--- src/rtl/mipi_frame_decoder.sv ---
// Parses SOF / METADATA / PAYLOAD / EOF framing from the MIPI RX word stream and
// commits a frame's payload bytes to the downstream byte FIFO only after a valid EOF.
module mipi_frame_decoder #(
  parameter int MAX_PAYLOAD = 16,
  parameter int GAP_TIMEOUT = 255
) (
  input  logic        rx_pixel_clk,
  input  logic        rst,
  input  logic [63:0] mipi_data,
  input  logic        mipi_valid,
  input  logic        fifo_full,
  output logic [7:0]  fifo_data,
  output logic        fifo_we,
  output logic [7:0]  channel,
  output logic        frame_done,
  output logic        frame_err,
  output logic [2:0]  err_code,
  output logic [2:0]  state
);

  localparam int IW = $clog2(MAX_PAYLOAD + 1);
  localparam int AW = $clog2(MAX_PAYLOAD);
  localparam int GW = $clog2(GAP_TIMEOUT + 1);
  localparam logic [47:0] SOF_FW = 48'hEAFF99DEADFF;
  localparam logic [47:0] EOF_FW = 48'hEAFF99DEADAA;

  typedef enum logic [2:0] {
    S_IDLE     = 3'd0,
    S_META     = 3'd1,
    S_PAYLOAD  = 3'd2,
    S_WAIT_EOF = 3'd3,
    S_DRAIN    = 3'd4
  } state_t;

  state_t        state_q, state_d;
  logic [IW-1:0] rem_q, rem_d, wr_q, wr_d, rd_q, rd_d;
  logic [GW-1:0] gap_q, gap_d;
  logic [7:0]    chan_pend_q, chan_pend_d, channel_q, channel_d;
  logic          done_q, done_d, err_q, err_d;
  logic [2:0]    code_q, code_d;

  logic [7:0]    buf_mem [2**AW];
  logic          buf_we;
  logic          err_hit;
  logic [2:0]    err_val;

  logic [47:0]   fw;
  logic [23:0]   len;
  logic          pad_bad, is_sof, is_eof;

  // Bytes arrive little-end first on the wire; fw puts the first byte on top.
  assign fw      = {mipi_data[7:0], mipi_data[15:8], mipi_data[23:16],
                    mipi_data[31:24], mipi_data[39:32], mipi_data[47:40]};
  assign len     = fw[39:16];
  assign pad_bad = |mipi_data[63:48];
  assign is_sof  = !pad_bad && (fw == SOF_FW);
  assign is_eof  = !pad_bad && (fw == EOF_FW);

  always_comb begin
    state_d     = state_q;
    rem_d       = rem_q;
    wr_d        = wr_q;
    rd_d        = rd_q;
    gap_d       = '0;
    chan_pend_d = chan_pend_q;
    channel_d   = channel_q;
    done_d      = 1'b0;
    err_d       = 1'b0;
    code_d      = code_q;
    buf_we      = 1'b0;
    fifo_we     = 1'b0;
    err_hit     = 1'b0;
    err_val     = 3'd0;

    case (state_q)
      S_IDLE: begin
        if (mipi_valid && is_sof) begin
          state_d = S_META;
          wr_d    = '0;
        end
      end
      S_META, S_PAYLOAD, S_WAIT_EOF: begin
        if (!mipi_valid) begin
          gap_d = gap_q + 1'b1;
          if (gap_d == GW'(GAP_TIMEOUT)) begin
            err_hit = 1'b1;
            err_val = 3'd5;
          end
        end else if (is_sof) begin
          // Resync: the new SOF starts a fresh frame rather than returning to IDLE.
          err_hit = 1'b1;
          err_val = 3'd7;
        end else if (pad_bad) begin
          err_hit = 1'b1;
          err_val = 3'd3;
        end else begin
          case (state_q)
            S_META: begin
              if (fw[47:40] != 8'h02) begin
                err_hit = 1'b1;
                err_val = 3'd1;
              end else if (len == 24'd0 || len > 24'(MAX_PAYLOAD)) begin
                err_hit = 1'b1;
                err_val = 3'd2;
              end else begin
                chan_pend_d = fw[15:8];
                rem_d       = IW'(len);
                state_d     = S_PAYLOAD;
              end
            end
            S_PAYLOAD: begin
              if (fw[47:8] != 40'd0) begin
                err_hit = 1'b1;
                err_val = 3'd3;
              end else begin
                buf_we = 1'b1;
                wr_d   = wr_q + 1'b1;
                rem_d  = rem_q - 1'b1;
                if (rem_q == IW'(1)) state_d = S_WAIT_EOF;
              end
            end
            S_WAIT_EOF: begin
              if (is_eof) begin
                state_d   = S_DRAIN;
                done_d    = 1'b1;
                channel_d = chan_pend_q;
                rd_d      = '0;
              end else begin
                err_hit = 1'b1;
                err_val = 3'd4;
              end
            end
            default: ;
          endcase
        end
      end
      S_DRAIN: begin
        // An SOF here is reported and dropped; the committed frame keeps draining.
        if (mipi_valid && is_sof) begin
          err_d  = 1'b1;
          code_d = 3'd6;
        end
        if (!fifo_full) begin
          fifo_we = 1'b1;
          rd_d    = rd_q + 1'b1;
          if (rd_q + 1'b1 == wr_q) state_d = S_IDLE;
        end
      end
      default: state_d = S_IDLE;
    endcase

    if (err_hit) begin
      err_d   = 1'b1;
      code_d  = err_val;
      wr_d    = '0;
      gap_d   = '0;
      state_d = (err_val == 3'd7) ? S_META : S_IDLE;
    end
  end

  always_ff @(posedge rx_pixel_clk or posedge rst) begin
    if (rst) begin
      state_q     <= S_IDLE;
      rem_q       <= '0;
      wr_q        <= '0;
      rd_q        <= '0;
      gap_q       <= '0;
      chan_pend_q <= '0;
      channel_q   <= '0;
      done_q      <= 1'b0;
      err_q       <= 1'b0;
      code_q      <= '0;
    end else begin
      state_q     <= state_d;
      rem_q       <= rem_d;
      wr_q        <= wr_d;
      rd_q        <= rd_d;
      gap_q       <= gap_d;
      chan_pend_q <= chan_pend_d;
      channel_q   <= channel_d;
      done_q      <= done_d;
      err_q       <= err_d;
      code_q      <= code_d;
    end
  end

  // Staging buffer holds data only; validity is tracked by wr_q/rd_q.
  always_ff @(posedge rx_pixel_clk) begin
    if (buf_we) buf_mem[wr_q[AW-1:0]] <= fw[7:0];
  end

  assign fifo_data  = fifo_we ? buf_mem[rd_q[AW-1:0]] : 8'h00;
  assign channel    = channel_q;
  assign frame_done = done_q;
  assign frame_err  = err_q;
  assign err_code   = code_q;
  assign state      = state_q;

endmodule

--- config.mk ---
export PLATFORM = sky130hd
export DESIGN_NAME = mipi_frame_decoder
export DESIGN_NICKNAME = d
export VERILOG_FILES = /design/src/rtl/mipi_frame_decoder.sv
export SDC_FILE = /design/constraint.sdc
export NUM_CORES = 1
export LEC_CHECK = 0
export BUFFER_PORTS_ARGS = -buffer_cell sky130_fd_sc_hd__buf_4
export CORE_UTILIZATION = 58
export CTS_CLUSTER_SIZE = 25
export DETAILED_ROUTE_END_ITERATION = 10
export PLACE_DENSITY = 0.79
export SYNTH_ARGS = -nofsm -noshare
export SYNTH_HDL_FRONTEND = slang
export SYNTH_SLANG_ARGS = --single-unit
--- constraint.sdc ---
create_clock -name rx_pixel_clk -period 2.98 [get_ports rx_pixel_clk]
set_input_delay 0 -clock rx_pixel_clk [delete_from_list [all_inputs] [get_ports rx_pixel_clk]]
set_output_delay 0 -clock rx_pixel_clk [all_outputs]
set_load 0.03 [all_outputs]
==> results of run 1 <==
[worst min-delay path, cell delays in order]
cell and delay [ps]:
buf_4 80, nor4_1 40, nand4_1 100, o41a_1 200, o22a_1 140
[cells by family (layout without fill, tap and decap cells)]
logic type | after synthesis | after routing
flip-flops | 175 | 175
AND/OR/NAND/NOR | 162 | 162
AO/OA/AOI/OAI | 66 | 66
multiplexers | 58 | 58
buffers and inverters | 34 | 190
XOR/XNOR | 12 | 12
adder cells (fa/ha/maj) | 9 | 9
[worst max path at each step]
stage | start | end | slack [ps] | cells past startpoint
global route | mipi_data[33] | buf_mem[0][7] | 40 | 9
finish | mipi_data[33] | buf_mem[0][2] | 110 | 9
detailed placement | mipi_data[33] | buf_mem[0][6] | 270 | 8
CTS | mipi_data[33] | buf_mem[0][6] | 100 | 9
global placement | mipi_data[33] | buf_mem[7][5] | 430 | 8
floorplan | mipi_data[33] | buf_mem[3][0] | 350 | 6
[registers in the layout, summed over array words and instances (netlist names)]
register	cells
buf_mem	128
chan_pend_q	8
channel	8
err_code	3
frame_done	1
frame_err	1
gap_q	8
rd_q	5
rem_q	5
state	3
wr_q	5
[metal layers]
metal  part of all wire [%]  up-vias
met3                    6.2       37
met5                      0        -
met4                    2.2        0
li1                       -     2322
met1                     41     2647
met2                     51      252
[what timing repair did]
| item | 4_1_cts | 5_1_grt |
|---|---|---|
| buffers inserted | 0 | 1 |
| endpoints found under the setup margin | 0 | 8 |
| hold buffers | 24 | 0 |
| endpoints found under the hold margin | 175 | 0 |
[layout by cell type (no fill, tap or decap), types with 14 or more instances in the layout]
cell,count
nand2_1,25
mux2_2,17
inv_1,15
a21oi_1,15
nor2_1,34
dlygate4sd3_1,24
buf_4,118
nand3_1,14
edfxtp_1,128
nor3_1,15
dfrtp_1,46
clkbuf_16,17
mux4_2,40
[area by class of cell]
cell class,instances,area [um^2]
Multi-Input combinational cell,307,2730
Clock inverter,14,165
Tap cell,176,220
Timing Repair Buffer,142,1130
Sequential cell,175,5020
Fill cell,822,3490
Clock buffer,18,429
Inverter,16,60.1
[per-stage QoR]
stage | util (%) | std cells
after floorplan | - | 516
after global placement | 67.3 | 791
after detailed placement | 67.3 | 791
after CTS | 73.6 | 847
after global routing | 73.7 | 848
final | 73.7 | 848
[power breakdown]
group / switching, W / internal, W / leakage [nW]
Sequential: 0.000218 / 0.00273 / 1.77
Combinational: 0.00103 / 0.000980 / 1.62
Clock: 0.000919 / 0.00132 / 0.287
==> metrics.txt, run 1 <==
# TYPE chip_impl_metric gauge
chip_impl_metric{name="first_iter_violations",unit=""} 501
chip_impl_info{name="regToRegStartpoint",value="gap_q[0]"} 1
chip_impl_metric{name="vdd.ir_drop.worst",unit="mV"} 0.362
chip_impl_info{name="end_kind",value="flop"} 1
chip_impl_metric{name="power_leakage",unit="nW"} 3.67
chip_impl_metric{name="grt.met2_usage",unit="%"} 47.8
chip_impl_metric{name="tritoncts.num_buffers",unit=""} 17
chip_impl_metric{name="worst_slew_pin_slew",unit="ps"} 648
chip_impl_metric{name="share_of_synthesized_area_spent_on_multiplexers",unit="%"} 14.0
chip_impl_metric{name="final_design_area_no_fill",unit="mm^2"} 0.00976
chip_impl_metric{name="ioPinCount",unit=""} 93
chip_impl_metric{name="yosysUniqueCellTypes",unit=""} 66
chip_impl_metric{name="final_clock_period_utilization_by_the_worst_path",unit="%"} 96.4
chip_impl_metric{name="max-slew-margin-rel",unit="%"} 56.8
chip_impl_metric{name="mappedNetlistNets",unit=""} 593
chip_impl_metric{name="synth_enable_flop_cells",unit=""} 128
chip_impl_metric{name="final.hold.worst_slack",unit="ps"} 176
chip_impl_metric{name="ys_async_sr_fraction",unit="%"} 26.9
chip_impl_metric{name="hold_depth",unit=""} 5
chip_impl_metric{name="route.antenna.remaining_nets",unit=""} 0
chip_impl_metric{name="cts-root-to-sink-buffers",unit=""} 2
chip_impl_metric{name="timing.max_cap.violations",unit=""} 0
chip_impl_info{name="worstHoldStart",value="mipi_data[54]"} 1
chip_impl_metric{name="report.power.total",unit="W"} 0.00719
chip_impl_metric{name="grt_pass1_vias",unit=""} 5449
chip_impl_info{name="post-synth-top-count-cell",value="edfxtp_1"} 1
chip_impl_metric{name="fp_rows",unit=""} 42
chip_impl_metric{name="routed_wire_length_per_instance",unit="um"} 21.8
chip_impl_metric{name="placeableCoreArea",unit="mm^2"} 0.0132
chip_impl_metric{name="pwr_density_cell",unit="mW/mm^2"} 737
chip_impl_metric{name="detailed_place.area",unit="mm^2"} 0.00891
chip_impl_metric{name="drc",unit=""} 0
chip_impl_info{name="combinational_family_with_the_most_area_after_synthesis",value="multiplexers"} 1
chip_impl_metric{name="worst_ep_arrival_time",unit="ps"} 3000
chip_impl_metric{name="synth_compound_area_share",unit="%"} 6.44
chip_impl_metric{name="start_util",unit="%"} 59.6
chip_impl_metric{name="final_setup_fails",unit=""} 0
chip_impl_metric{name="overall_via_count_from_detail_route",unit=""} 5258
chip_impl_metric{name="clk-insertion-delay-late",unit="ps"} 430
chip_impl_metric{name="critical_path.max_stage_delay",unit="ps"} 560
chip_impl_info{name="worst_path_dominant_cell_family",value="simple AND/OR/NAND/NOR gates"} 1
chip_impl_info{name="worstReg2RegEnd",value="wr_q[0]"} 1
chip_impl_metric{name="final_hold_viol_count",unit=""} 0
chip_impl_metric{name="via_per_inst",unit=""} 6.20
chip_impl_metric{name="cts_num_sinks",unit=""} 175
chip_impl_info{name="cts_tree",value="done"} 1
chip_impl_metric{name="postSynthRegisterBits",unit=""} 175
chip_impl_metric{name="global_route.usage.met3",unit="%"} 6.18
chip_impl_metric{name="worst_setup_hold_path_clk_slew",unit="ps"} 60
chip_impl_metric{name="synth.top_cell.area_share",unit="%"} 48.7
chip_impl_metric{name="antenna_found_initial",unit=""} 0
chip_impl_metric{name="hpwlAfterDp",unit="um"} 12200
chip_impl_metric{name="cts_htree_levels",unit=""} 4
chip_impl_metric{name="area_growth",unit="%"} 23.6
chip_impl_info{name="busiest_layer",value="met2"} 1
chip_impl_metric{name="grt_pass1_wl",unit="um"} 29700
chip_impl_metric{name="num_antenna_cells",unit=""} 0
chip_impl_metric{name="detailed_router_iteration_count_before_antenna_repair",unit=""} 5
chip_impl_info{name="setup_repair_after_global_routing_missed_its_margin",value="no"} 1
chip_impl_metric{name="r2r_cells",unit=""} 8
chip_impl_metric{name="drt_wl_total",unit="um"} 18500
chip_impl_metric{name="share_of_synthesized_cell_area_in_full_adder_half_adder_and_majority_cells",unit="%"} 1.43
chip_impl_metric{name="grt-ovfl-total",unit=""} 0
chip_impl_info{name="ctsRootBufferMaster",value="clkbuf_16"} 1
chip_impl_metric{name="met1_usage",unit="%"} 37.0
chip_impl_metric{name="setup_tns",unit="ps"} 0
chip_impl_metric{name="globalRouteTotalUtil",unit="%"} 28.6
chip_impl_info{name="startpoint_type",value="primary input"} 1
chip_impl_metric{name="port_buffers",unit=""} 92
chip_impl_metric{name="nets_final",unit=""} 736
chip_impl_metric{name="reg2reg_slack",unit="ps"} 330
chip_impl_info{name="netlist.top_cell.by_area",value="edfxtp_1"} 1
chip_impl_metric{name="synth_seq_area_share",unit="%"} 63.6
chip_impl_metric{name="syn_area_per_cell",unit="um^2"} 15.3
chip_impl_metric{name="maxClockFrequency",unit="MHz"} 348
chip_impl_metric{name="cts_resized",unit=""} 0
chip_impl_metric{name="worstPathRequired",unit="ps"} 3110
chip_impl_metric{name="report.final.slew_viol_count",unit=""} 0
chip_impl_info{name="cpMaxStageDelayCell",value="or4_4"} 1
chip_impl_info{name="yosys_most_used_dff",value="edfxtp_1"} 1
chip_impl_metric{name="gpl.final_weighted_congestion",unit=""} 0.879
chip_impl_info{name="path_common_cell",value="buf_4"} 1
chip_impl_metric{name="design.die.area",unit="mm^2"} 0.0141
chip_impl_metric{name="syn-cell-area",unit="mm^2"} 0.00789
chip_impl_metric{name="syn-instance-count",unit=""} 516
chip_impl_metric{name="yosys.area_share.simple",unit="%"} 11.5
chip_impl_metric{name="drive_above_1_share",unit="%"} 33.5
chip_impl_metric{name="fin_skew",unit="ps"} 11.8
chip_impl_metric{name="synth_warnings",unit=""} 0
chip_impl_info{name="run_status",value="finished, final reports clean"} 1
chip_impl_metric{name="synth_xor_area_share",unit="%"} 1.33
chip_impl_metric{name="fin_crit",unit="ps"} 2870
chip_impl_metric{name="cp_max_fo",unit=""} 8
chip_impl_metric{name="maximum_number_of_pins_on_one_net_before_global_route_repair",unit=""} 34
chip_impl_metric{name="die_w",unit="um"} 119
chip_impl_info{name="criticalPathCategory",value="primary input to flop"} 1
chip_impl_info{name="critical_path.cell_chain",value="dlygate4sd3_1, buf_4, or4_4, or4b_4, nor4_4, and3_1, nand2_1, nor3_1, buf_4"} 1
chip_impl_metric{name="floorplan.die.height",unit="um"} 119
chip_impl_info{name="synthTopCellsByArea",value="edfxtp_1, dfrtp_1, mux4_2"} 1
chip_impl_info{name="netlist_top_cells_count",value="edfxtp_1, dfrtp_1, mux4_2, nor2_1, nand2_1"} 1
chip_impl_info{name="hp-class",value="primary input to flop"} 1
chip_impl_info{name="hold_end",value="err_code[1]"} 1
chip_impl_metric{name="crit_buf_inv",unit=""} 3
chip_impl_metric{name="preCtsSetupSlack",unit="ps"} 266
chip_impl_metric{name="worst_slack",unit="ps"} 108
(Power assumes the default switching activity.)
==> inputs of run 2 (changes only) <==
--- a/config.mk
+++ b/config.mk
@@ -5,11 +5,12 @@
 export SDC_FILE = /design/constraint.sdc
 export NUM_CORES = 1
 export LEC_CHECK = 0
+export ABC_AREA = 1
 export BUFFER_PORTS_ARGS = -buffer_cell sky130_fd_sc_hd__buf_4
-export CORE_UTILIZATION = 58
+export CORE_UTILIZATION = 59
 export CTS_CLUSTER_SIZE = 25
 export DETAILED_ROUTE_END_ITERATION = 10
-export PLACE_DENSITY = 0.79
+export PLACE_DENSITY = 0.8
 export SYNTH_ARGS = -nofsm -noshare
 export SYNTH_HDL_FRONTEND = slang
 export SYNTH_SLANG_ARGS = --single-unit
==> run 2 against run 1 <==
Worst hold slack got worse by 140 ps; sequential share of layout area fell by 1.5 points; synthesized area rose by 6.0%; sequential power fell by 11%; die area rose by 4.2%; via count rose by 27%; highest routed layer unchanged; global-route usage rose by 0.88 points; critical path type is now flop to primary output; first-iteration DRC count rose by 33%; largest cell class unchanged; combinational power fell by 86%; utilization fell by 1.3 points; register-to-register slack improved by 180 ps; final area rose by 3.0%.
==> metrics.txt, run 2 <==
# TYPE chip_impl_metric gauge
chip_impl_info{name="run_status",value="finished, final reports clean"} 1
chip_impl_metric{name="final_setup_fails",unit=""} 0
chip_impl_metric{name="syn-instance-count",unit=""} 866
chip_impl_metric{name="synth_enable_flop_cells",unit=""} 128
chip_impl_metric{name="drt_wl_total",unit="um"} 20400
chip_impl_metric{name="worst_ep_arrival_time",unit="ps"} 2630
chip_impl_metric{name="yosysUniqueCellTypes",unit=""} 40
chip_impl_info{name="netlist.top_cell.by_area",value="edfxtp_1"} 1
chip_impl_metric{name="final_hold_viol_count",unit=""} 0
chip_impl_metric{name="largest_register_ffs",unit=""} 128
chip_impl_metric{name="via_per_inst",unit=""} 5.68
chip_impl_metric{name="timing.max_cap.violations",unit=""} 0
chip_impl_info{name="hp-class",value="primary input to flop"} 1
chip_impl_info{name="cpMaxStageDelayCell",value="buf_4"} 1
chip_impl_metric{name="worst_setup_hold_path_clk_slew",unit="ps"} 70
chip_impl_info{name="end_kind",value="primary output"} 1
chip_impl_metric{name="route.antenna.remaining_nets",unit=""} 0
chip_impl_info{name="most-common-layout-cells",value="nor2_1, nand2_1, edfxtp_1, buf_4, o21ai_0"} 1
chip_impl_info{name="critical_path.cell_chain",value="buf_4, o21ai_0, o22ai_1, a21oi_1, a221oi_1, buf_4"} 1
chip_impl_info{name="criticalPathCategory",value="flop to primary output"} 1
chip_impl_info{name="layout.cells.most_common",value="nor2_1"} 1
chip_impl_metric{name="grt_pass1_vias",unit=""} 6394
chip_impl_metric{name="r2r_cells",unit=""} 6
chip_impl_metric{name="num_antenna_cells",unit=""} 0
chip_impl_info{name="path_common_cell",value="buf_4"} 1
chip_impl_metric{name="cp_max_fo",unit=""} 64
chip_impl_metric{name="start_util",unit="%"} 60.3
chip_impl_metric{name="mappedNetlistNets",unit=""} 943
chip_impl_metric{name="num-fill-cells",unit=""} 978
chip_impl_metric{name="placeableCoreArea",unit="mm^2"} 0.0139
chip_impl_metric{name="synth_seq_area_share",unit="%"} 60.0
chip_impl_metric{name="first_iter_violations",unit=""} 664
chip_impl_metric{name="final_clock_period_utilization_by_the_worst_path",unit="%"} 88.4
chip_impl_metric{name="syn_area_per_cell",unit="um^2"} 9.66
chip_impl_metric{name="setup_tns",unit="ps"} 0
chip_impl_metric{name="cts-root-to-sink-buffers",unit=""} 2
chip_impl_metric{name="detailed_router_iteration_count_before_antenna_repair",unit=""} 5
chip_impl_info{name="netlist_top_cells_count",value="nor2_1, nand2_1, edfxtp_1, o21ai_0, inv_1"} 1
chip_impl_metric{name="max-slew-margin-rel",unit="%"} 33.4
chip_impl_metric{name="synth.top_cell.area_share",unit="%"} 45.9
chip_impl_metric{name="overall_via_count_from_detail_route",unit=""} 6675
chip_impl_metric{name="tritoncts.num_buffers",unit=""} 17
chip_impl_info{name="ctsRootBufferMaster",value="clkbuf_16"} 1
chip_impl_metric{name="grt_pass1_wl",unit="um"} 32100
chip_impl_metric{name="fin_crit",unit="ps"} 2630
chip_impl_info{name="setup_repair_after_global_routing_missed_its_margin",value="no"} 1
chip_impl_metric{name="cts_htree_levels",unit=""} 4
chip_impl_metric{name="design.die.area",unit="mm^2"} 0.0147
chip_impl_metric{name="synth_warnings",unit=""} 0
chip_impl_metric{name="pwr_density_cell",unit="mW/mm^2"} 509
chip_impl_metric{name="drive_above_1_share",unit="%"} 19.4
chip_impl_metric{name="maximum_number_of_pins_on_one_net_before_global_route_repair",unit=""} 66
chip_impl_metric{name="fp_rows",unit=""} 43
chip_impl_metric{name="vdd.ir_drop.worst",unit="mV"} 0.393
chip_impl_info{name="startpoint_type",value="flop"} 1
chip_impl_info{name="cts_tree",value="done"} 1
chip_impl_metric{name="antenna_found_initial",unit=""} 0
chip_impl_metric{name="clk-insertion-delay-late",unit="ps"} 440
chip_impl_metric{name="critical_path.max_stage_delay",unit="ps"} 530
chip_impl_metric{name="globalRouteTotalUtil",unit="%"} 29.5
chip_impl_metric{name="hpwlAfterDp",unit="um"} 13600
chip_impl_metric{name="die_w",unit="um"} 121
chip_impl_metric{name="drc",unit=""} 0
chip_impl_metric{name="final_design_area_no_fill",unit="mm^2"} 0.0101
chip_impl_metric{name="worstPathRequired",unit="ps"} 2980
chip_impl_metric{name="hold_depth",unit=""} 5
chip_impl_metric{name="ys_async_sr_fraction",unit="%"} 26.9
chip_impl_metric{name="nets_final",unit=""} 1060
chip_impl_metric{name="grt-ovfl-total",unit=""} 0
chip_impl_metric{name="gpl.final_weighted_congestion",unit=""} 0.918
chip_impl_info{name="yosys_most_used_dff",value="edfxtp_1"} 1
chip_impl_metric{name="ioPinCount",unit=""} 93
chip_impl_metric{name="cts_num_sinks",unit=""} 175
chip_impl_metric{name="maxClockFrequency",unit="MHz"} 380
chip_impl_metric{name="report.final.slew_viol_count",unit=""} 0
chip_impl_metric{name="postSynthRegisterBits",unit=""} 175
chip_impl_metric{name="routed_wire_length_per_instance",unit="um"} 17.4
chip_impl_metric{name="floorplan.die.height",unit="um"} 121
chip_impl_metric{name="area_growth",unit="%"} 20.2
chip_impl_metric{name="port_buffers",unit=""} 92
chip_impl_info{name="synthTopCellsByArea",value="edfxtp_1, dfrtp_1, nor2_1"} 1
chip_impl_metric{name="detailed_place.area",unit="mm^2"} 0.00927
chip_impl_metric{name="power_leakage",unit="nW"} 4.04
chip_impl_metric{name="worst_slew_pin_slew",unit="ps"} 997
chip_impl_info{name="post-synth-top-count-cell",value="nor2_1"} 1
chip_impl_metric{name="syn-cell-area",unit="mm^2"} 0.00837
chip_impl_metric{name="fin_skew",unit="ps"} 7.71
[run 2: changes by cell type in the layout (fill, tap and decap cells not counted), moves of 12 or more]
cell	change
nor2_2	+12
mux4_2	-40
inv_1	+43
nand2_2	+14
nand2_1	+130
and2_1	-13
nor4_1	-13
nor2_1	+134
buf_4	-12
nand3_1	+19
mux2_2	-17
o21ai_0	+71
o22ai_1	+35
[run 2: where the power goes]
part / switching [W] / internal [W] / leakage (nW)
Clock: 0.000973 / 0.00125 / 0.288
Sequential: 0.00000149 / 0.00262 / 1.76
Combinational: 0.000166 / 0.000117 / 1.99
Total: 0.00114 / 0.00398 / 4.04
[run 2: per-layer routing]
metal	part of all wire, %	track usage [%]	vias up
met3	8.1	7.00	53
met5	0	0	-
li1	-	-	3192
met4	2.8	11.2	0
met2	48	49.5	331
met1	41	37.0	3099
[run 2: final cells by class]
class / instances / area, um^2 / share of cell area [%]
Sequential cell: 175 / 5020 / 50.0
Multi-Input combinational cell: 596 / 2950 / 29.4
Timing Repair Buffer: 127 / 1020 / 10.1
Clock buffer: 17 / 425 / 4.23
Inverter: 66 / 249 / 2.48
Tap cell: 180 / 225 / 2.24
Clock inverter: 15 / 161 / 1.61
[run 2: critical path, delay by kind of cell, from the launching register on]
kind	cells	cell delay [ps]
compound gates	4	1000
buf+inv	2	760
flops	1	430
[run 2: logic make-up after synthesis]
family	share of synthesized area, %
AO/OA/AOI/OAI	11.0
adder cells (fa/ha/maj)	1.35
AND/OR/NAND/NOR	21.8
buffers and inverters	4.68
flip-flops	60.0
XOR/XNOR	1.15
[run 2: metrics by stage]
step | worst slack (ps) | power [W] | cells | hold slack [ps] | utilization, %
2_1_floorplan | 506 | 0.00278 | 866 | 71.0 | -
3_3_place_gp | 622 | 0.00292 | 1124 | 276 | 66.7
3_5_place_dp | 549 | 0.00293 | 1124 | 281 | 66.7
4_1_cts | 427 | 0.00512 | 1176 | 3.34 | 72.4
5_1_grt | 250 | 0.00525 | 1176 | 37.1 | 72.4
6_report | 345 | 0.00512 | 1176 | 37.0 | 72.4
[run 2: timing repair]
| action | CTS | global route |
|---|---|---|
| setup endpoints to repair | 0 | 0 |
| endpoints found under the hold margin | 158 | 0 |
| resized for setup | 0 | 0 |
| hold buffers | 20 | 0 |
| setup buffers | 0 | 0 |
[run 2: worst paths after layout]
check | from | to | slack [ps]
worst min register to register | gap_q[0] | gap_q[0] | 480
worst max-delay path | rd_q[0] | fifo_data[0] | 350
min in group asynchronous | rst | gap_q[2] | 360
max in group asynchronous | rst | rd_q[0] | 1930
worst max register to register | state[1] | buf_mem[10][6] | 510
worst min-delay path | mipi_data[26] | rem_q[2] | 40
